<file path="src/rtl/load_store_align_unit.sv">
// Byte-lane alignment between the core's load/store stage and a word-organised data memory.
// Sub-word and word-spanning stores are read-modify-write; word-spanning accesses are split in two.
module load_store_align_unit #(
    parameter int MEM_WORDS        = 1024,
    parameter bit ALLOW_MISALIGNED = 1'b1
) (
    input  logic        clock,
    input  logic        reset,
    input  logic        req_valid,
    output logic        req_ready,
    input  logic        req_write,
    input  logic [2:0]  req_func3,
    input  logic [31:0] req_addr,
    input  logic [31:0] req_wdata,
    output logic        resp_valid,
    output logic [31:0] resp_rdata,
    output logic        resp_error,
    output logic        mem_read_en,
    output logic        mem_write_en,
    output logic [2:0]  mem_func3,
    output logic [31:0] mem_addr,
    output logic [31:0] mem_wdata,
    input  logic [31:0] mem_rdata
);

    typedef enum logic [2:0] {
        S_IDLE,
        S_RD0,
        S_WR0,
        S_RD1,
        S_WR1,
        S_RESP
    } state_t;

    localparam logic [31:0] BYTE_LIMIT = 32'(4 * MEM_WORDS);
    localparam logic [29:0] LAST_WORD  = 30'(MEM_WORDS - 1);

    function automatic logic [3:0] lane_mask(input logic [1:0] sz);
        case (sz)
            2'b00:   lane_mask = 4'b0001;
            2'b01:   lane_mask = 4'b0011;
            default: lane_mask = 4'b1111;
        endcase
    endfunction

    // An access spans two words when its byte lanes, shifted by the offset, reach past lane 3.
    function automatic logic spans(input logic [1:0] off, input logic [2:0] f3);
        logic [7:0] m;
        m     = {4'b0000, lane_mask(f3[1:0])} << off;
        spans = |m[7:4];
    endfunction

    function automatic logic req_illegal(input logic wr, input logic [2:0] f3, input logic [31:0] a);
        logic bad_func;
        logic bad_store;
        logic out_of_range;
        logic bad_span;
        bad_func     = (f3 == 3'b011) || (f3[2:1] == 2'b11);
        bad_store    = wr && f3[2];
        out_of_range = a >= BYTE_LIMIT;
        bad_span     = spans(a[1:0], f3) && (!ALLOW_MISALIGNED || (a[31:2] == LAST_WORD));
        req_illegal  = bad_func || bad_store || out_of_range || bad_span;
    endfunction

    function automatic logic [31:0] extend_load(input logic [2:0] f3, input logic [31:0] raw);
        case (f3)
            3'b000:  extend_load = {{24{raw[7]}}, raw[7:0]};
            3'b001:  extend_load = {{16{raw[15]}}, raw[15:0]};
            3'b100:  extend_load = {24'h000000, raw[7:0]};
            3'b101:  extend_load = {16'h0000, raw[15:0]};
            default: extend_load = raw;
        endcase
    endfunction

    state_t      r_state;
    state_t      w_next;
    logic        r_write;
    logic [2:0]  r_func3;
    logic [31:0] r_addr;
    logic [31:0] r_wdata;
    logic        r_error;
    logic [31:0] r_buf0;
    logic [31:0] r_buf1;

    logic        w_accept;
    logic        w_span;
    logic [7:0]  w_mask;
    logic [63:0] w_store_lanes;
    logic [31:0] w_load_raw;
    logic [31:0] w_word0_addr;
    logic [31:0] w_word1_addr;
    logic [31:0] w_merge0;
    logic [31:0] w_merge1;

    assign req_ready = (r_state == S_IDLE) && !reset;
    assign w_accept  = req_valid && req_ready;
    assign mem_func3 = 3'b010;

    assign w_mask        = {4'b0000, lane_mask(r_func3[1:0])} << r_addr[1:0];
    assign w_span        = |w_mask[7:4];
    assign w_store_lanes = {32'h00000000, r_wdata} << {r_addr[1:0], 3'b000};
    assign w_load_raw    = 32'({r_buf1, r_buf0} >> {r_addr[1:0], 3'b000});
    assign w_word0_addr  = {r_addr[31:2], 2'b00};
    assign w_word1_addr  = {r_addr[31:2] + 30'd1, 2'b00};

    always_ff @(posedge clock) begin
        if (reset) begin
            r_state <= S_IDLE;
        end else begin
            r_state <= w_next;
        end
    end

    always_ff @(posedge clock) begin
        if (reset) begin
            r_write <= 1'b0;
            r_func3 <= 3'b000;
            r_addr  <= '0;
            r_wdata <= '0;
            r_error <= 1'b0;
            r_buf0  <= '0;
            r_buf1  <= '0;
        end else begin
            if (w_accept) begin
                r_write <= req_write;
                r_func3 <= req_func3;
                r_addr  <= req_addr;
                r_wdata <= req_wdata;
                r_error <= req_illegal(req_write, req_func3, req_addr);
            end
            if (r_state == S_RD0) begin
                r_buf0 <= mem_rdata;
            end
            if (r_state == S_RD1) begin
                r_buf1 <= mem_rdata;
            end
        end
    end

    always_comb begin
        w_next = r_state;
        case (r_state)
            S_IDLE: begin
                if (w_accept) begin
                    if (req_illegal(req_write, req_func3, req_addr)) begin
                        w_next = S_RESP;
                    end else if (req_write && (req_func3 == 3'b010) && (req_addr[1:0] == 2'b00)) begin
                        // A full aligned word needs no merge, so the read is skipped.
                        w_next = S_WR0;
                    end else begin
                        w_next = S_RD0;
                    end
                end
            end
            S_RD0:   w_next = r_write ? S_WR0 : (w_span ? S_RD1 : S_RESP);
            S_WR0:   w_next = w_span ? S_RD1 : S_RESP;
            S_RD1:   w_next = r_write ? S_WR1 : S_RESP;
            S_WR1:   w_next = S_RESP;
            S_RESP:  w_next = S_IDLE;
            default: w_next = S_IDLE;
        endcase
    end

    always_comb begin
        w_merge0 = r_buf0;
        w_merge1 = r_buf1;
        for (int k = 0; k < 4; k++) begin
            if (w_mask[k]) begin
                w_merge0[8*k +: 8] = w_store_lanes[8*k +: 8];
            end
            if (w_mask[k+4]) begin
                w_merge1[8*k +: 8] = w_store_lanes[32+8*k +: 8];
            end
        end
    end

    // Enables are gated by reset so a reset cycle never commits a write.
    always_comb begin
        mem_read_en  = 1'b0;
        mem_write_en = 1'b0;
        mem_addr     = '0;
        mem_wdata    = '0;
        if (!reset) begin
            case (r_state)
                S_RD0: begin
                    mem_read_en = 1'b1;
                    mem_addr    = w_word0_addr;
                end
                S_WR0: begin
                    mem_write_en = 1'b1;
                    mem_addr     = w_word0_addr;
                    mem_wdata    = w_merge0;
                end
                S_RD1: begin
                    mem_read_en = 1'b1;
                    mem_addr    = w_word1_addr;
                end
                S_WR1: begin
                    mem_write_en = 1'b1;
                    mem_addr     = w_word1_addr;
                    mem_wdata    = w_merge1;
                end
                default: begin
                end
            endcase
        end
    end

    assign resp_valid = (r_state == S_RESP) && !reset;
    assign resp_error = resp_valid && r_error;
    assign resp_rdata = (resp_valid && !r_error && !r_write) ? extend_load(r_func3, w_load_raw) : '0;

endmodule

</file>
<file path="config.mk">
export PLATFORM = sky130hd
export DESIGN_NAME = load_store_align_unit
export DESIGN_NICKNAME = d
export VERILOG_FILES = /design/src/rtl/load_store_align_unit.sv
export SDC_FILE = /design/constraint.sdc
export NUM_CORES = 1
export LEC_CHECK = 0
export CAP_MARGIN = 5
export CELL_PAD_IN_SITES_DETAIL_PLACEMENT = 1
export CELL_PAD_IN_SITES_GLOBAL_PLACEMENT = 2
export CORE_ASPECT_RATIO = 0.9
export CORE_MARGIN = 3
export CORE_UTILIZATION = 31
export DETAILED_ROUTE_END_ITERATION = 8
export GPL_TIMING_DRIVEN = 0
export PLACE_DENSITY_LB_ADDON = 0.1
export SETUP_SLACK_MARGIN = 0.3
export SYNTH_ARGS = -nofsm -noshare
export SYNTH_HDL_FRONTEND = slang
export SYNTH_SLANG_ARGS = --single-unit
export TNS_END_PERCENT = 100
</file>
<file path="constraint.sdc">
create_clock -name clock -period 5.5 [get_ports clock]
set_input_delay 0.55 -clock clock [delete_from_list [all_inputs] [get_ports clock]]
set_output_delay 0.55 -clock clock [all_outputs]
set_load 0.05 [all_outputs]
</file>
* After elaboration in Yosys (flattened, before gate mapping)
Cells that the tools add are included.
Word-level totals: flip-flop bits (word level) 136
Operators by class: $add $sub $neg 1, order comparisons 1, eq/ne operators 15, shift-type cells 5, multiplexer cells 30, reductions and logical operators 31
Operator list (count):
- $pmux 32 s2 | 2
- $pmux 32 s4 | 1
- $mux 32 | 3
- $mux 8 | 8
- $shl 32x5->64 | 1
- $shr 64x5->32 | 1
- $ge 32x13->1 const B | 1
- $add 30x1->30 const B | 1
- $eq 30x10->1 const B | 1
- $shl 4x2->8 | 3
- $pmux 4 s2 | 2
- $pmux 3 s5 | 1
- $eq 3x2->1 const B | 4
- $eq 3x3->1 const B | 4
- $mux 3 | 4
- $mux 4 | 3
- $reduce_or 4->1 | 3
- $logic_and 1x1->1 | 11
- $reduce_or 2->1 | 4
- $eq 3x1->1 const B | 2
- $logic_not 2->1 | 3
- $logic_not 3->1 | 2
- $logic_or 1x1->1 | 5
- $mux 1 | 5
- 5 further kinds | 8

* Depth between registers and ports, before layout
word-level depth 12, mapped depth 8

* Worst setup path before layout
No wires, ideal clock.
kind in2out, start point in reset, end point out resp_rdata[20], arrival 2724 ps, slack 2226 ps, stages on the path 4, path buffers 1, path through and4bb_1 > nand3_1 > clkbuf_1 > o21ai_0
On the way: word-level cells in the longest chain between the ends 5
Ends and longest elaborated chain:
- start, declared | RTL line 8 | input logic reset,
- $logic_not 1->1 | RTL line 209 | assign resp_valid = (r_state == S_RESP) && !reset;
- $logic_and 1x1->1 | RTL line 209
- $logic_and 1x1->1 (2 in a row) | RTL line 211 | assign resp_rdata = (resp_valid && !r_error && !r_write) ? extend_load(r_func3, w_load_raw) : '0;
- $mux 32 | RTL line 211
- end, declared | RTL line 16 | output logic [31:0] resp_rdata,
Every way passes these cells.

* Final worst setup path
start point in reset, end point out mem_addr[4]
On the way: word-level cells in the longest chain between the ends 1
Ends and longest elaborated chain:
- $mux 32 | RTL line 183 | if (!reset) begin
- end, declared | RTL line 21 | output logic [31:0] mem_addr,
Every way passes these cells.

==> impl_metrics.prom <==
# TYPE chip_impl_metric gauge
chip_impl_metric{name="post_synth_instance_area",unit="um^2"} 8934
chip_impl_metric{name="antenna_cells",unit=""} 0
chip_impl_info{name="tritoncts",value="yes"} 1
chip_impl_metric{name="synth_seq_cells",unit=""} 136
chip_impl_info{name="synth_most_common_cell",value="nand2_1"} 1
chip_impl_metric{name="instance_area_at_placement",unit="um^2"} 11420
chip_impl_metric{name="detail_route.wl_per_cell",unit="um"} 23.92
chip_impl_metric{name="worst_slew_margin_rel",unit="%"} 27.07
chip_impl_metric{name="grt_antenna_before_repair",unit=""} 0
chip_impl_metric{name="insertion_delay",unit="ns"} 0.43
chip_impl_metric{name="design.final.nets",unit=""} 1538
chip_impl_metric{name="floorplan.die.height",unit="um"} 167.0
chip_impl_metric{name="cts_buffer_depth",unit=""} 2
chip_impl_info{name="cp_cell_sequence",value="clkdlybuf4s50_1 > clkbuf_1 > clkbuf_1 > clkbuf_1 > a21oi_1 > clkdlybuf4s50_1"} 1
chip_impl_metric{name="final.hold.worst_slack",unit="ns"} 0.4584
chip_impl_metric{name="yosys.area.top_type_share",unit="%"} 30.48
chip_impl_metric{name="die_boundary_width",unit="um"} 184.9
chip_impl_metric{name="syn_area_per_cell",unit="um^2"} 7.383
chip_impl_metric{name="track_usage",unit="%"} 27.40
chip_impl_metric{name="synthesis.instances",unit=""} 1210
chip_impl_metric{name="tritoncts.num_buffers",unit=""} 17
chip_impl_metric{name="tightestPinTransition",unit="ns"} 1.090
chip_impl_info{name="worst_setup_path_start_kind",value="primary input"} 1
chip_impl_metric{name="final_worst_clock_skew",unit="ns"} 0.005125
chip_impl_metric{name="grt_pass1_vias",unit=""} 9981
chip_impl_metric{name="grt_first_pass_wirelength",unit="mm"} 63.65
chip_impl_metric{name="worst-r2r-cell-count",unit=""} 8
chip_impl_metric{name="initial_utilization",unit="%"} 31.73
chip_impl_metric{name="post_cts_resize_count",unit=""} 0
chip_impl_metric{name="clk_transition_reported_paths",unit="ns"} 0.06
chip_impl_info{name="crit_path_end_kind",value="output pin"} 1
chip_impl_info{name="cpMaxStageDelayCell",value="clkdlybuf4s50_1"} 1
chip_impl_info{name="run_status",value="complete, no violations"} 1
chip_impl_metric{name="synth-seq-area-share",unit="%"} 30.48
chip_impl_metric{name="cts.repair_timing.setup_buffer_count",unit=""} 0
chip_impl_info{name="timing_worst_setup_path_type",value="in -> out"} 1
chip_impl_metric{name="finalWirelength",unit="mm"} 43.15
chip_impl_metric{name="timing.setup.tns",unit="ns"} 0
chip_impl_metric{name="finalPower",unit="mW"} 2.908
chip_impl_metric{name="areaGrowthSynthToFinish",unit="%"} 34.09
chip_impl_metric{name="cts_hold_buf",unit=""} 0
chip_impl_metric{name="cts.sinks",unit=""} 136
chip_impl_metric{name="maximum_number_of_pins_on_one_net_before_global_route_repair",unit=""} 17
chip_impl_info{name="netlist.top_cell.by_area",value="dfxtp_1"} 1
chip_impl_info{name="buffer_type_at_the_clock_tree_root",value="clkbuf_16"} 1
chip_impl_info{name="critical_path.top_delay_family",value="buffers and inverters"} 1
chip_impl_metric{name="postRouteAntennaNets",unit=""} 0
chip_impl_metric{name="remaining_drc_errors",unit=""} 0
chip_impl_metric{name="required",unit="ns"} 4.95
chip_impl_info{name="grt_setup_unrepaired",value="false"} 1
chip_impl_metric{name="cellPowerDensity",unit="nW/um^2"} 242.8
chip_impl_metric{name="async_reset_ff_share",unit="%"} 0
chip_impl_metric{name="ys_warn_count",unit=""} 0
chip_impl_metric{name="timing.final.hold_violations",unit=""} 0
chip_impl_info{name="critical-path-top-cell-by-count",value="clkbuf_1"} 1
chip_impl_metric{name="final_layout_size_suffix_gt1_share",unit="%"} 7.895
chip_impl_info{name="worstHoldPathType",value="reg -> reg"} 1
chip_impl_metric{name="top_level_ports",unit=""} 207
chip_impl_metric{name="detail_route.iter0.violations",unit=""} 1050
chip_impl_metric{name="portBuffers",unit=""} 201
chip_impl_metric{name="overflow",unit=""} 0
chip_impl_metric{name="yosysUniqueCellTypes",unit=""} 61
chip_impl_metric{name="cp.arrival",unit="ns"} 3.72
chip_impl_metric{name="floorplan.rows",unit=""} 58
chip_impl_metric{name="finalSetupViolCount",unit=""} 0
chip_impl_metric{name="firstDrtPassIters",unit=""} 5
chip_impl_metric{name="cts-htree-levels",unit=""} 4
chip_impl_metric{name="worstHoldPathCells",unit=""} 2
chip_impl_info{name="synthFlopType",value="dfxtp_1"} 1
chip_impl_metric{name="critical_path.n_buffers_inverters",unit=""} 5
chip_impl_metric{name="max-cap-violations",unit=""} 0
chip_impl_metric{name="fmax",unit="MHz"} 234.1
chip_impl_metric{name="floorplan.die_area",unit="um^2"} 30890
chip_impl_metric{name="hpwl_dp",unit="mm"} 34.38
chip_impl_metric{name="gp_routability_congestion",unit=""} 0.9215
chip_impl_info{name="netlist_top_cells_area",value="dfxtp_1, nand2_1, mux2i_1"} 1
chip_impl_info{name="synth_common_cells",value="nand2_1, dfxtp_1, o21ai_0, a21oi_1, mux2i_1"} 1
chip_impl_metric{name="synth_edf_count",unit=""} 0
chip_impl_metric{name="total_core_area",unit="um^2"} 28160
chip_impl_metric{name="slew_violations",unit=""} 0
chip_impl_metric{name="total_leakage_power",unit="nW"} 3.832
chip_impl_metric{name="vdd_ir_drop_max",unit="V"} 0.0002188
chip_impl_metric{name="part_of_the_cycle_the_worst_path_needs",unit="%"} 77.65
chip_impl_metric{name="num_vias",unit=""} 10120
chip_impl_metric{name="route.detailed.vias_per_inst",unit=""} 5.607
chip_impl_metric{name="final.min_clock_period",unit="ns"} 4.271
chip_impl_metric{name="cp_num_cells",unit=""} 6
chip_impl_metric{name="final_design_area_no_fill",unit="um^2"} 11980
chip_impl_metric{name="cp_max_fo",unit=""} 10
chip_impl_metric{name="cpPeakStageDelay",unit="ns"} 0.76
==> worst min-delay path, delay by kind of cell, from the launching register on <==
family / cells / cell delay (ns)
flops: 1 / 0.31
simple gates: 1 / 0.05
compound gates: 1 / 0.05
==> kinds of logic (layout without fill, tap and decap cells) <==
group | after synthesis | after routing | share of synthesized area, %
other | 2 | 5 | 0.08406
muxes | 106 | 106 | 12.83
buffers and inverters | 119 | 350 | 5.728
adders and majority gates | 1 | 1 | 0.1400
AOI/OAI and AO/OA | 361 | 361 | 24.10
DFF | 136 | 136 | 30.48
xor gates and xnor gates | 5 | 5 | 0.4902
and+or+nand+nor | 480 | 480 | 26.15
==> final timing paths <==
kind / from / endpoint / slack (ns)
max reg2reg: r_state[0] / r_addr[12] / 2.98
max: reset / mem_addr[4] / 1.23
min reg2reg: r_buf1[30] / r_buf1[30] / 0.46
min: r_buf1[30] / r_buf1[30] / 0.46
==> cell usage in the layout (no fill, tap or decap), types with 10 or more instances in the layout <==
cell type,synthesis,layout
o21a_1,11,11
nor2_1,25,25
clkdlybuf4s50_1,0,201
dfxtp_1,136,136
mux2_2,28,28
clkbuf_1,62,65
o211ai_1,24,24
or2_2,10,10
a31oi_1,14,14
buf_2,31,31
nand4_1,20,20
a21oi_1,120,120
o21ai_0,123,123
nand3_1,21,21
clkbuf_16,0,17
mux2i_1,74,74
nor3_1,20,20
nand2b_1,64,64
nand2_1,256,256
buf_1,11,11
==> area by class of cell <==
| type | count | area (um^2) |
|---|---|---|
| timing repair buffer | 202 | 2022 |
| tap | 360 | 450.4 |
| fill | 3477 | 16180 |
| sequential | 136 | 2723 |
| clock inverter | 7 | 96.34 |
| buffer | 111 | 481.7 |
| inverter | 8 | 30.03 |
| multi-input combinational | 958 | 5712 |
| clock buffer | 22 | 464.2 |
==> report_power, final <==
part	leakage [nW]	switching [mW]	total, mW	internal, mW
sequential	1.11	0.106	1.15	1.04
combinational	2.46	0.393	0.639	0.246
clock	0.265	0.435	1.12	0.684
==> flip-flops by register name, indices dropped and copies added, names as in the netlist <==
signal   cells
r_addr      32
r_buf0      32
r_buf1      32
r_wdata     32
r_func3      3
r_state      3
r_error      1
r_write      1
==> metrics by stage <==
| stage | cells | worst slack (ns) | util, % |
|---|---|---|---|
| final | 1804 | 1.229 | 42.54 |
| after global routing | 1804 | 1.130 | 42.54 |
| after CTS | 1804 | 1.293 | 42.54 |
| after detailed placement | 1775 | 1.301 | 40.55 |
| after global placement | 1774 | 1.278 | 40.51 |
| after floorplan | 1213 | 2.226 | - |
==> metal layers <==
layer	track usage [%]	part of all wire, %
met3	5.045	7.7
met2	39.35	41
met5	0	0
met1	42.28	50
met4	5.806	1.5
No activity file was read; power rests on OpenSTA's default activity.
